$ cat config.mk
export PLATFORM = sky130hd
export DESIGN_NAME = mc_controller
export DESIGN_NICKNAME = d
export VERILOG_FILES = /design/src/rtl/mc_pkg.sv /design/src/rtl/mc_cond_check.sv /design/src/rtl/mc_controller.sv
export SDC_FILE = /design/constraint.sdc
export NUM_CORES = 1
export LEC_CHECK = 0
export CAP_MARGIN = 5
export CORE_ASPECT_RATIO = 1.2
export CORE_UTILIZATION = 25
export DETAILED_ROUTE_END_ITERATION = 10
export HOLD_SLACK_MARGIN = 0.1
export PLACE_DENSITY_LB_ADDON = 0.1
export SYNTH_ARGS = -nofsm -noshare
export SYNTH_HDL_FRONTEND = slang
export SYNTH_HIERARCHICAL = 1
export SYNTH_SLANG_ARGS = --single-unit
$ cat constraint.sdc
create_clock -name clk -period 2.4 [get_ports clk]
set_input_delay 0.36 -clock clk [delete_from_list [all_inputs] [get_ports clk]]
set_output_delay 0.36 -clock clk [all_outputs]
set_load 0.05 [all_outputs]
$ cat src/rtl/mc_pkg.sv
// mc_pkg: shared encodings for the multicycle controller.
// States, mux selects, ALU codes, condition codes, ALU decode.
package mc_pkg;

  localparam logic [3:0] S_FETCH    = 4'd0;
  localparam logic [3:0] S_DECODE   = 4'd1;
  localparam logic [3:0] S_MEMADR   = 4'd2;
  localparam logic [3:0] S_MEMREAD  = 4'd3;
  localparam logic [3:0] S_MEMWB    = 4'd4;
  localparam logic [3:0] S_MEMWRITE = 4'd5;
  localparam logic [3:0] S_EXECR    = 4'd6;
  localparam logic [3:0] S_EXECI    = 4'd7;
  localparam logic [3:0] S_ALUWB    = 4'd8;
  localparam logic [3:0] S_BRANCH   = 4'd9;

  localparam logic [2:0] ALU_ADD = 3'b000;
  localparam logic [2:0] ALU_SUB = 3'b001;
  localparam logic [2:0] ALU_AND = 3'b010;
  localparam logic [2:0] ALU_ORR = 3'b011;
  localparam logic [2:0] ALU_EOR = 3'b100;

  localparam logic [1:0] RES_ALUOUT = 2'b00;
  localparam logic [1:0] RES_DATA   = 2'b01;
  localparam logic [1:0] RES_ALURES = 2'b10;

  localparam logic [1:0] SRCB_WD   = 2'b00;
  localparam logic [1:0] SRCB_IMM  = 2'b01;
  localparam logic [1:0] SRCB_FOUR = 2'b10;

  localparam logic [3:0] C_EQ = 4'h0;
  localparam logic [3:0] C_NE = 4'h1;
  localparam logic [3:0] C_CS = 4'h2;
  localparam logic [3:0] C_CC = 4'h3;
  localparam logic [3:0] C_MI = 4'h4;
  localparam logic [3:0] C_PL = 4'h5;
  localparam logic [3:0] C_VS = 4'h6;
  localparam logic [3:0] C_VC = 4'h7;
  localparam logic [3:0] C_HI = 4'h8;
  localparam logic [3:0] C_LS = 4'h9;
  localparam logic [3:0] C_GE = 4'ha;
  localparam logic [3:0] C_LT = 4'hb;
  localparam logic [3:0] C_GT = 4'hc;
  localparam logic [3:0] C_LE = 4'hd;
  localparam logic [3:0] C_AL = 4'he;
  localparam logic [3:0] C_NV = 4'hf;

  localparam logic [3:0] CMD_AND = 4'b0000;
  localparam logic [3:0] CMD_EOR = 4'b0001;
  localparam logic [3:0] CMD_SUB = 4'b0010;
  localparam logic [3:0] CMD_ADD = 4'b0100;
  localparam logic [3:0] CMD_CMP = 4'b1010;
  localparam logic [3:0] CMD_ORR = 4'b1100;

  typedef struct packed {
    logic [2:0] ctl;
    logic [1:0] flagw;
    logic       cmp;
  } alu_dec_t;

  function automatic alu_dec_t alu_decode(
    input logic [3:0] cmd,
    input logic       s
  );
    alu_dec_t d;
    d.ctl   = ALU_ADD;
    d.flagw = 2'b00;
    d.cmp   = 1'b0;
    case (cmd)
      CMD_ADD: d.flagw = s ? 2'b11 : 2'b00;
      CMD_SUB: begin
        d.ctl   = ALU_SUB;
        d.flagw = s ? 2'b11 : 2'b00;
      end
      CMD_AND: begin
        d.ctl   = ALU_AND;
        d.flagw = s ? 2'b10 : 2'b00;
      end
      CMD_ORR: begin
        d.ctl   = ALU_ORR;
        d.flagw = s ? 2'b10 : 2'b00;
      end
      CMD_EOR: begin
        d.ctl   = ALU_EOR;
        d.flagw = s ? 2'b10 : 2'b00;
      end
      // CMP without S is not a real encoding; it falls back to ADD
      CMD_CMP: begin
        if (s) begin
          d.ctl   = ALU_SUB;
          d.flagw = 2'b11;
          d.cmp   = 1'b1;
        end
      end
      default: ;
    endcase
    return d;
  endfunction

endpackage

$ cat src/rtl/mc_cond_check.sv
// cond_check: ARM condition evaluation from registered NZCV.
// Code 1111 is treated as always.
module cond_check
  import mc_pkg::*;
(
  input  logic [3:0] cond,
  input  logic [3:0] nzcv,
  output logic       cond_ex
);

  logic n, z, c, v;

  assign {n, z, c, v} = nzcv;

  always_comb begin
    cond_ex = 1'b1;
    case (cond)
      C_EQ: cond_ex = z;
      C_NE: cond_ex = !z;
      C_CS: cond_ex = c;
      C_CC: cond_ex = !c;
      C_MI: cond_ex = n;
      C_PL: cond_ex = !n;
      C_VS: cond_ex = v;
      C_VC: cond_ex = !v;
      C_HI: cond_ex = c && !z;
      C_LS: cond_ex = !c || z;
      C_GE: cond_ex = n == v;
      C_LT: cond_ex = n != v;
      C_GT: cond_ex = !z && (n == v);
      C_LE: cond_ex = z || (n != v);
      default: cond_ex = 1'b1;
    endcase
  end

endmodule

$ cat src/rtl/mc_controller.sv
// mc_controller: multicycle ARM-subset control FSM with
// condition gating, NZCV flags and a memory wait timeout.
module mc_controller
  import mc_pkg::*;
#(
  parameter int unsigned MAX_WAIT = 15
) (
  input  logic        clk,
  input  logic        rst_n,
  input  logic [31:0] Instr,
  input  logic [3:0]  Flags,
  input  logic        mem_ready,
  output logic        PCWrite,
  output logic        IRWrite,
  output logic        RegWrite,
  output logic        MemWrite,
  output logic        AdrSrc,
  output logic        ALUSrcA,
  output logic [1:0]  ALUSrcB,
  output logic [1:0]  ResultSrc,
  output logic [1:0]  ImmSrc,
  output logic [1:0]  RegSrc,
  output logic [2:0]  ALUControl,
  output logic        mem_err,
  output logic [3:0]  state
);

  localparam logic [7:0] LIMIT = 8'(MAX_WAIT);

  logic [1:0] op;
  logic [5:0] funct;
  logic [3:0] rd;
  logic [3:0] nzcv;
  logic [7:0] cnt;
  logic [3:0] nxt;
  logic       cond_ex;
  logic       waiting;
  logic       timeout;
  logic       unused_bits;
  alu_dec_t   dec;

  assign op    = Instr[27:26];
  assign funct = Instr[25:20];
  assign rd    = Instr[15:12];
  assign dec   = alu_decode(funct[4:1], funct[0]);

  assign unused_bits = ^{Instr[19:16], Instr[11:0]};

  cond_check u_cond (
    .cond    (Instr[31:28]),
    .nzcv    (nzcv),
    .cond_ex (cond_ex)
  );

  assign waiting = !mem_ready &&
    (state == S_FETCH || state == S_MEMREAD ||
     state == S_MEMWRITE);

  // mem_ready in the limit cycle means waiting is 0: ready wins
  assign timeout = (LIMIT != 8'd0) && waiting &&
    (cnt == LIMIT);

  always_comb begin
    nxt = state;
    case (state)
      S_FETCH: if (mem_ready) nxt = S_DECODE;
      S_DECODE: begin
        if (!cond_ex)
          nxt = S_FETCH;
        else if (op == 2'b01)
          nxt = S_MEMADR;
        else if (op == 2'b00)
          nxt = funct[5] ? S_EXECI : S_EXECR;
        else if (op == 2'b10)
          nxt = S_BRANCH;
        else
          nxt = S_FETCH;
      end
      S_MEMADR:
        nxt = funct[0] ? S_MEMREAD : S_MEMWRITE;
      S_MEMREAD: if (mem_ready) nxt = S_MEMWB;
      S_MEMWRITE: if (mem_ready) nxt = S_FETCH;
      S_EXECR, S_EXECI: nxt = S_ALUWB;
      default: nxt = S_FETCH;
    endcase
    if (timeout) nxt = S_FETCH;
  end

  always_comb begin
    PCWrite    = 1'b0;
    IRWrite    = 1'b0;
    RegWrite   = 1'b0;
    MemWrite   = 1'b0;
    AdrSrc     = 1'b0;
    ALUSrcA    = 1'b0;
    ALUSrcB    = SRCB_WD;
    ResultSrc  = RES_ALUOUT;
    ALUControl = ALU_ADD;
    case (state)
      S_FETCH: begin
        ALUSrcA   = 1'b1;
        ALUSrcB   = SRCB_FOUR;
        ResultSrc = RES_ALURES;
        IRWrite   = mem_ready;
        PCWrite   = mem_ready;
      end
      S_DECODE: begin
        ALUSrcA   = 1'b1;
        ALUSrcB   = SRCB_FOUR;
        ResultSrc = RES_ALURES;
      end
      S_MEMADR: ALUSrcB = SRCB_IMM;
      S_MEMREAD: AdrSrc = 1'b1;
      S_MEMWRITE: begin
        AdrSrc   = 1'b1;
        MemWrite = !timeout;
      end
      S_MEMWB: begin
        ResultSrc = RES_DATA;
        RegWrite  = 1'b1;
        PCWrite   = rd == 4'd15;
      end
      S_EXECR: ALUControl = dec.ctl;
      S_EXECI: begin
        ALUSrcB    = SRCB_IMM;
        ALUControl = dec.ctl;
      end
      S_ALUWB: begin
        ALUControl = dec.ctl;
        RegWrite   = !dec.cmp;
        PCWrite    = (rd == 4'd15) && !dec.cmp;
      end
      S_BRANCH: begin
        ALUSrcB   = SRCB_IMM;
        ResultSrc = RES_ALURES;
        PCWrite   = 1'b1;
      end
      default: ;
    endcase
  end

  assign ImmSrc  = op;
  assign RegSrc  = {op == 2'b01 && !funct[0], op == 2'b10};
  assign mem_err = timeout;

  always_ff @(posedge clk or negedge rst_n) begin
    if (!rst_n) begin
      state <= S_FETCH;
      nzcv  <= 4'b0000;
      cnt   <= 8'd0;
    end else begin
      state <= nxt;
      if (nxt != state || timeout)
        cnt <= 8'd0;
      else if (waiting && cnt != 8'hff)
        cnt <= cnt + 8'd1;
      if (state == S_EXECR || state == S_EXECI) begin
        if (dec.flagw[1]) nzcv[3:2] <= Flags[3:2];
        if (dec.flagw[0]) nzcv[1:0] <= Flags[1:0];
      end
    end
  end

endmodule

==> impl_metrics.json <==
{
  "ir_drop_mv": 0.401,
  "worstPathArrival_ns": 2.01,
  "hold_class": "in2async",
  "fillers": 526,
  "ctsHtreeMaxLevel": 1,
  "grt_pass1_vias": 1519,
  "synth_area_sq_um": 1430,
  "grt_overflow": 0,
  "power.internal_mw": 1.08,
  "seqPwrFrac_pct": 19.5,
  "hold_viol": 0,
  "nNetsFinal": 267,
  "critPathKind": "reg2out",
  "synth_fp_nets": 210,
  "setup_tns_ns": 0,
  "drt-vias-per-instance": 5.17,
  "yosysWarnings": 6,
  "drt_iter0_markers": 89,
  "die_x_um": 71.0,
  "die_h_um": 84.7,
  "vias": 1490,
  "crit_required_ns": 2.04,
  "post-route-period-util_pct": 98.9,
  "p_comb_share_pct": 69.4,
  "io_pins": 61,
  "synth.distinct_cells": 50,
  "maxCapViolCount": 0,
  "synth_edf_count": 0,
  "critPathMaxFanout": 14,
  "start_util_pct": 26.4,
  "endpoint_kind": "primary output",
  "r2r_end": "cnt[2]",
  "grt_max_degree": 17,
  "finalSetupViolations": 0,
  "die-area_sq_um": 6010,
  "period_needed_ns": 2.37,
  "numPortBuffers": 44,
  "clkPwrFrac_pct": 11.1,
  "design_power_total_mw": 2.17,
  "async_reset_ff_share_pct": 100,
  "rsz0062_at_grt": "yes",
  "ys.flop_type": "dfrtp_1",
  "hold_ws_ns": 0.540,
  "max_freq_ghz": 0.421,
  "cts_buffer_depth": 2,
  "failed_checks": "DRC",
  "tritoncts": "yes",
  "design_area_sq_um": 2230,
  "r2r_start": "nzcv[2]",
  "start_kind": "flop",
  "cts_root_buf": "clkbuf_8",
  "use_met3_pct": 1.68,
  "grt_use_met1_pct": 16.5,
  "final_cells": 288,
  "skew_ns": 0.000551,
  "drive_gt1_share_pct": 33.6,
  "slew_headroom_pct": 51.8,
  "p_sw_mw": 1.09,
  "wl_um": 4280,
  "place_area_sq_um": 2110,
  "cellPowerDensity_nw_per_um2": 972,
  "antenna_found_initial": 0,
  "numPlacedInstances": 282,
  "tightest_slew_ns": 0.721,
  "core_sq_um": 5410,
  "dp_hpwl_um": 3470,
  "worst_r2r_path_depth": 9,
  "ant_nets": 0,
  "area_growth_pct": 56.5,
  "rows": 29,
  "use_met2_pct": 28.2,
  "slew_violations": 0,
  "numClockSinks": 16,
  "clk_pin_slew_ns": 0.06,
  "top_usage_layer": "met2",
  "reg2reg_slack_ns": 0.10,
  "syn_avg_cell_area_sq_um": 8.39,
  "leakage_nw": 0.940,
  "status": "finished, violations left",
  "wl_per_cell_um": 14.9,
  "grt_pass1_wl_um": 7060,
  "place_congestion": 0.826,
  "drc": 7,
  "postSynthCellCount": 170,
  "numCtsBuffers": 3,
  "track_usage_pct": 14.7,
  "first_pass_iters": 8,
  "ys_seq_area_share_pct": 28.1,
  "antenna_cells": 0,
  "ys_ff_latch": 16,
  "swShare_pct": 50.1,
  "clock_latency_ns": 0.25
}
==> final cells by class <==
class	instances	area, sq um	area share (%)
clock buffer	4	55.1	2.47
timing repair buffer	64	651	29.1
tap	62	77.6	3.48
sequential	16	404	18.1
multi-input combinational	132	1010	45.1
inverter	10	37.5	1.68
==> how the worst max path moves through the flow <==
stage	end	startpoint	slack, ns	cells past startpoint
floorplan	ALUControl[1]	state[0]	-0.15	4
global placement	state[0]	Instr[29]	-0.51	9
detailed placement	state[0]	Instr[31]	-0.57	9
CTS	MemWrite	state[3]	0.004	5
global route	state[2]	nzcv[3]	-0.04	9
finish	MemWrite	state[2]	0.03	5
==> logic make-up (layout without fill, tap and decap cells) <==
family,after synthesis,in the layout,synth area share [%]
AOI/OAI and AO/OA,37,37,18.9
xor gates and xnor gates,9,9,6.84
adders and majority gates,1,1,0.877
buffers and inverters,22,78,8.60
DFF,16,16,28.1
muxes,9,9,6.67
and+or+nand+nor,76,76,30.1
==> power by group through the flow <==
stage	registers, mW	clock network (mW)	logic [mW]
2_1_floorplan	0.444	0	0.980
3_3_place_gp	0.422	0	1.45
3_5_place_dp	0.421	0	1.45
4_1_cts	0.415	0.243	1.47
5_1_grt	0.433	0.259	1.60
6_report	0.424	0.240	1.51
==> cells in the mapped netlist (all sizes together) (5+ instances only) <==
cell type / instances / share of area, %
buf: 9 / 5.2
mux2i: 5 / 3.5
a21oi: 12 / 4.2
dfrtp: 16 / 28
o21ai: 5 / 1.8
xnor2: 5 / 3.1
nor2: 17 / 4.5
nor3: 10 / 4.2
inv: 10 / 2.6
nand2: 11 / 2.9
nand3: 5 / 1.8
==> state kept, by name, summed over array words and instances (netlist names) <==
name / count
cnt: 8
nzcv: 4
state: 4
==> stage by stage <==
stage          worst slack (ns)  utilization, %
4_1_cts                 0.00359            40.3
3_5_place_dp             -0.566            39.0
5_1_grt                 -0.0404            41.3
3_3_place_gp             -0.506            39.0
6_report                 0.0257            41.3
2_1_floorplan            -0.150               -
==> critical path: stages (launching register included) <==
cell and delay, ns:
dfrtp_1 0.57, nand4bb_2 0.40, o22ai_4 0.20, and4_4 0.34, nor3_4 0.05, buf_4 0.20
==> metal layers <==
layer,vias to the layer above,routed length [um]
met5,-,0
met4,0,76
met3,8,205
met2,48,2310
met1,700,1700
li1,734,-
==> timing repair <==
action / in CTS / in global routing
hold buffers: 0 / 0
setup endpoints to repair: 10 / 14
pin swaps: 5 / 5
buffers inserted: 1 / 1
resized for setup: 9 / 18
==> placed cells by master, fill, tap and decap left out, drive strengths merged, types with 3 or more instances in the layout <==
| cell type | instances |
|---|---|
| clkdlybuf4s50 | 22 |
| xnor2 | 5 |
| mux2i | 5 |
| nand2b | 4 |
| dfrtp | 16 |
| mux2 | 4 |
| buf | 39 |
| nor4 | 3 |
| o21ai | 5 |
| inv | 10 |
| nor2b | 4 |
| nand2 | 11 |
| xor2 | 4 |
| o32ai | 3 |
| nor2 | 17 |
| nor3 | 10 |
| and4 | 4 |
| clkbuf | 5 |
| a21oi | 12 |
| nand3 | 5 |
| and3 | 4 |
| o22ai | 3 |
No activity file was read; power rests on OpenSTA's default activity.
==> variant 1: new RTL, same flow settings <==
Make the reset (`rst_n`) synchronous in one clocked block.
--- a/src/rtl/mc_controller.sv
+++ b/src/rtl/mc_controller.sv
@@ -143,7 +143,7 @@
   assign RegSrc  = {op == 2'b01 && !funct[0], op == 2'b10};
   assign mem_err = timeout;
 
-  always_ff @(posedge clk or negedge rst_n) begin
+  always_ff @(posedge clk) begin
     if (!rst_n) begin
       state <= S_FETCH;
       nzcv  <= 4'b0000;
Function: differs if rst_n is asserted again (counterexample within 4 cycles, from zero or initial values and one cycle with rst_n low); with rst_n held inactive, the same outputs for 10 cycles.
==> variant 1 against the unedited design <==
Worst setup slack improved by 64 ps; critical path type is now in -> out; wire length decreased by 4.7%; final area increased by 0.78%; register-to-register slack improved by 30 ps; sequential cell count unchanged; largest cell class unchanged; synthesized area increased by 1.8%; hold slack improved by 1.5 ps.
Power is not compared: it rests on default switching activity, and its combinational part moved more than twofold at a synthesized area within 25%.
==> variant 1: results <==
export IMPL_status="finished clean"
export IMPL_placed_cells=305
export IMPL_cp_max_fo=2
export IMPL_synth_nets=226
export IMPL_placed_cell_area_sq_um=2150
export IMPL_whs_ps=542
export IMPL_slowest_delay_ps=490
export IMPL_dr_wl_met3_microns=148
export IMPL_met3_usage_pct=2.23
export IMPL_drtIter0Drc=59
export IMPL_ys_types=55
export IMPL_dr_wl_met2_mm=1.92
export IMPL_met2_usage_pct=22.9
export IMPL_area_growth_pct=54.9
export IMPL_hpwl_mm=3.24
export IMPL_grt_pass1_vias=1492
export IMPL_setup_slack_ps=89.3
export IMPL_path_delay_family="buffers and inverters"
export IMPL_r2r_end="cnt[4]$_SDFFE_PP0P_"
export IMPL_synth_compound_area_share_pct=21.2
export IMPL_synthMuxAreaShare_pct=6.89
export IMPL_grt_max_degree=15
export IMPL_grt_util_all_layers_pct=14.4
export IMPL_postRouteWirelength_mm=4.08
export IMPL_cts_setup_buffers=0
export IMPL_async_flop_share_pct=0
export IMPL_cts_resized=6
export IMPL_grt_pass1_wl_mm=7.16
export IMPL_avgViaCountPerCell=5.00
export IMPL_regToRegSetupSlack_ps=130
export IMPL_tightest_slew_ps=502
export IMPL_place_ws_ps=-581
-- variant 1: cell count changes after synthesis, sizes merged, moves of 5 or more --
cell,unedited run,this run
nand2,11,16
mux2i,5,10
nor3,10,17
dfxtp,0,16
dfrtp,16,0
-- variant 1: how the worst max path moves through the flow --
stage | start | endpoint | slack [ps]
2_1_floorplan | state[2]$_SDFF_PN0_ | MemWrite | -270
3_3_place_gp | Instr[31] | cnt[4]$_SDFFE_PP0P_ | -550
3_5_place_dp | Instr[31] | cnt[2]$_SDFFE_PP0P_ | -580
4_1_cts | nzcv[2]$_SDFFE_PN0P_ | cnt[2]$_SDFFE_PP0P_ | 10
5_1_grt | nzcv[2]$_SDFFE_PN0P_ | cnt[4]$_SDFFE_PP0P_ | -10
6_report | Instr[20] | PCWrite | 90
-- variant 1: layout make-up --
cell class / count / area, sq um
repair buffers: 68 / 636
clock buffers: 4 / 55.1
multi-input cells: 152 / 1120
inverters: 7 / 26.3
fillers: 577 / 3380
flip-flops and latches: 16 / 328
well taps: 64 / 80.1
==> variant 2: new RTL, config.mk and constraints unchanged <==
Without the edit above. `MAX_WAIT`: 15 -> 7.
--- a/src/rtl/mc_controller.sv
+++ b/src/rtl/mc_controller.sv
@@ -3,7 +3,7 @@
 module mc_controller
   import mc_pkg::*;
 #(
-  parameter int unsigned MAX_WAIT = 15
+  parameter int unsigned MAX_WAIT = 7
 ) (
   input  logic        clk,
   input  logic        rst_n,
Behaviour: not the same (Yosys sat finds a counterexample within 10 cycles, from zero or initial values and one cycle with rst_n low).
==> variant 2 against the unedited design <==
Worst setup slack improved by 80 ps; wire length up 6.4%; final area is 7.7% higher; synthesized area grew 5.4%; sequential share of layout area down 1.2 points; sequential cell count unchanged; combinational power increased by 7%; total power grew 0.15%; fmax grew 3.5%; die area up 5.2%; highest routed layer unchanged.
==> variant 2: results <==
export IMPL_status="finished clean"
export IMPL_ir_drop_v=0.000341
export IMPL_nClkBuffers=4
export IMPL_clk_latency_ps=250
export IMPL_finish_utilization_pct=41.9
export IMPL_cp_data_arrival_time_ps=1930
export IMPL_grt_pass1_vias=1585
export IMPL_fill_cells=591
export IMPL_firstDrtPassIters=4
export IMPL_synth_top_cells_by_count="dfrtp_1, a21oi_1, nor3_1"
export IMPL_grt_util_all_layers_pct=14.9
export IMPL_dr_wl_met3_microns=190
export IMPL_clock_skew_ps=7.91
export IMPL_grtUsageMet1_pct=18.6
export IMPL_fp_dieW_microns=72.8
export IMPL_regToRegSetupSlack_ps=180
export IMPL_power_leakage_nw=0.968
export IMPL_nNetsFinal=285
export IMPL_setup_slack_ps=105
export IMPL_remaining_drc_errors=0
export IMPL_final_clk_cell_share_pct=1.87
export IMPL_yosys_area_share_adder_pct=0.833
export IMPL_synth_nets=220
export IMPL_place_ws_ps=-323
export IMPL_placed_cell_area_sq_um=2290
export IMPL_cp_max_fo=2
export IMPL_synth_area_leaders="dfrtp_1, a21oi_1, nor3_1"
export IMPL_postRouteWirelength_mm=4.56
export IMPL_swShare_pct=50.5
export IMPL_synth_compound_area_share_pct=23.6
export IMPL_nMultiInputCombCells=144
export IMPL_multi_input_area_sq_um=1110
export IMPL_met3_usage_pct=1.27
export IMPL_tightest_slew_ps=494
export IMPL_placed_cells=317
export IMPL_seq_cell_count=16
export IMPL_grt_max_degree=24
export IMPL_final_nonclk_buf_share_pct=30.0
export IMPL_avgViaCountPerCell=5.10
export IMPL_whs_ps=425
export IMPL_drt_met1_wl_mm=2.07
export IMPL_synthMuxAreaShare_pct=5.00
export IMPL_drive_above_1_share_pct=32.8
export IMPL_grt_pass1_wl_mm=7.44
export IMPL_inverters_excl_clock=6
export IMPL_buffers_excl_clock=74
export IMPL_synth_xor_area_share_pct=4.08
export IMPL_dr_wl_met2_mm=2.26
variant 2: cell count changes in the layout (fill, tap and decap cells not counted), moves of 4 or more:
cell | unedited run | this run
or4_1 | 0 | 4
nor2_1 | 17 | 9
a211oi_1 | 0 | 5
buf_4 | 28 | 39
variant 2: what timing repair did:
action,in CTS,in global routing
pin swaps,4,4
setup buffers,3,0
endpoints found under the setup margin,11,12
hold buffers,0,0
resized for setup,8,6
variant 2: worst max-delay path, cell delays in order, from the launching register on:
cell and delay, ps:
dfrtp_2 400, or4_4 540, o22a_4 250, nor4_4 140, buf_4 160, nor3_4 30
buf_6 150
variant 2: power by group through the flow:
stage / sequential, W / combinational (W) / clock [W]
3_3_place_gp: 0.000362 / 0.00154 / 0
3_5_place_dp: 0.000364 / 0.00154 / 0
2_1_floorplan: 0.000446 / 0.000971 / 0
6_report: 0.000356 / 0.00161 / 0.000208
5_1_grt: 0.000368 / 0.00171 / 0.000230
4_1_cts: 0.000358 / 0.00161 / 0.000215
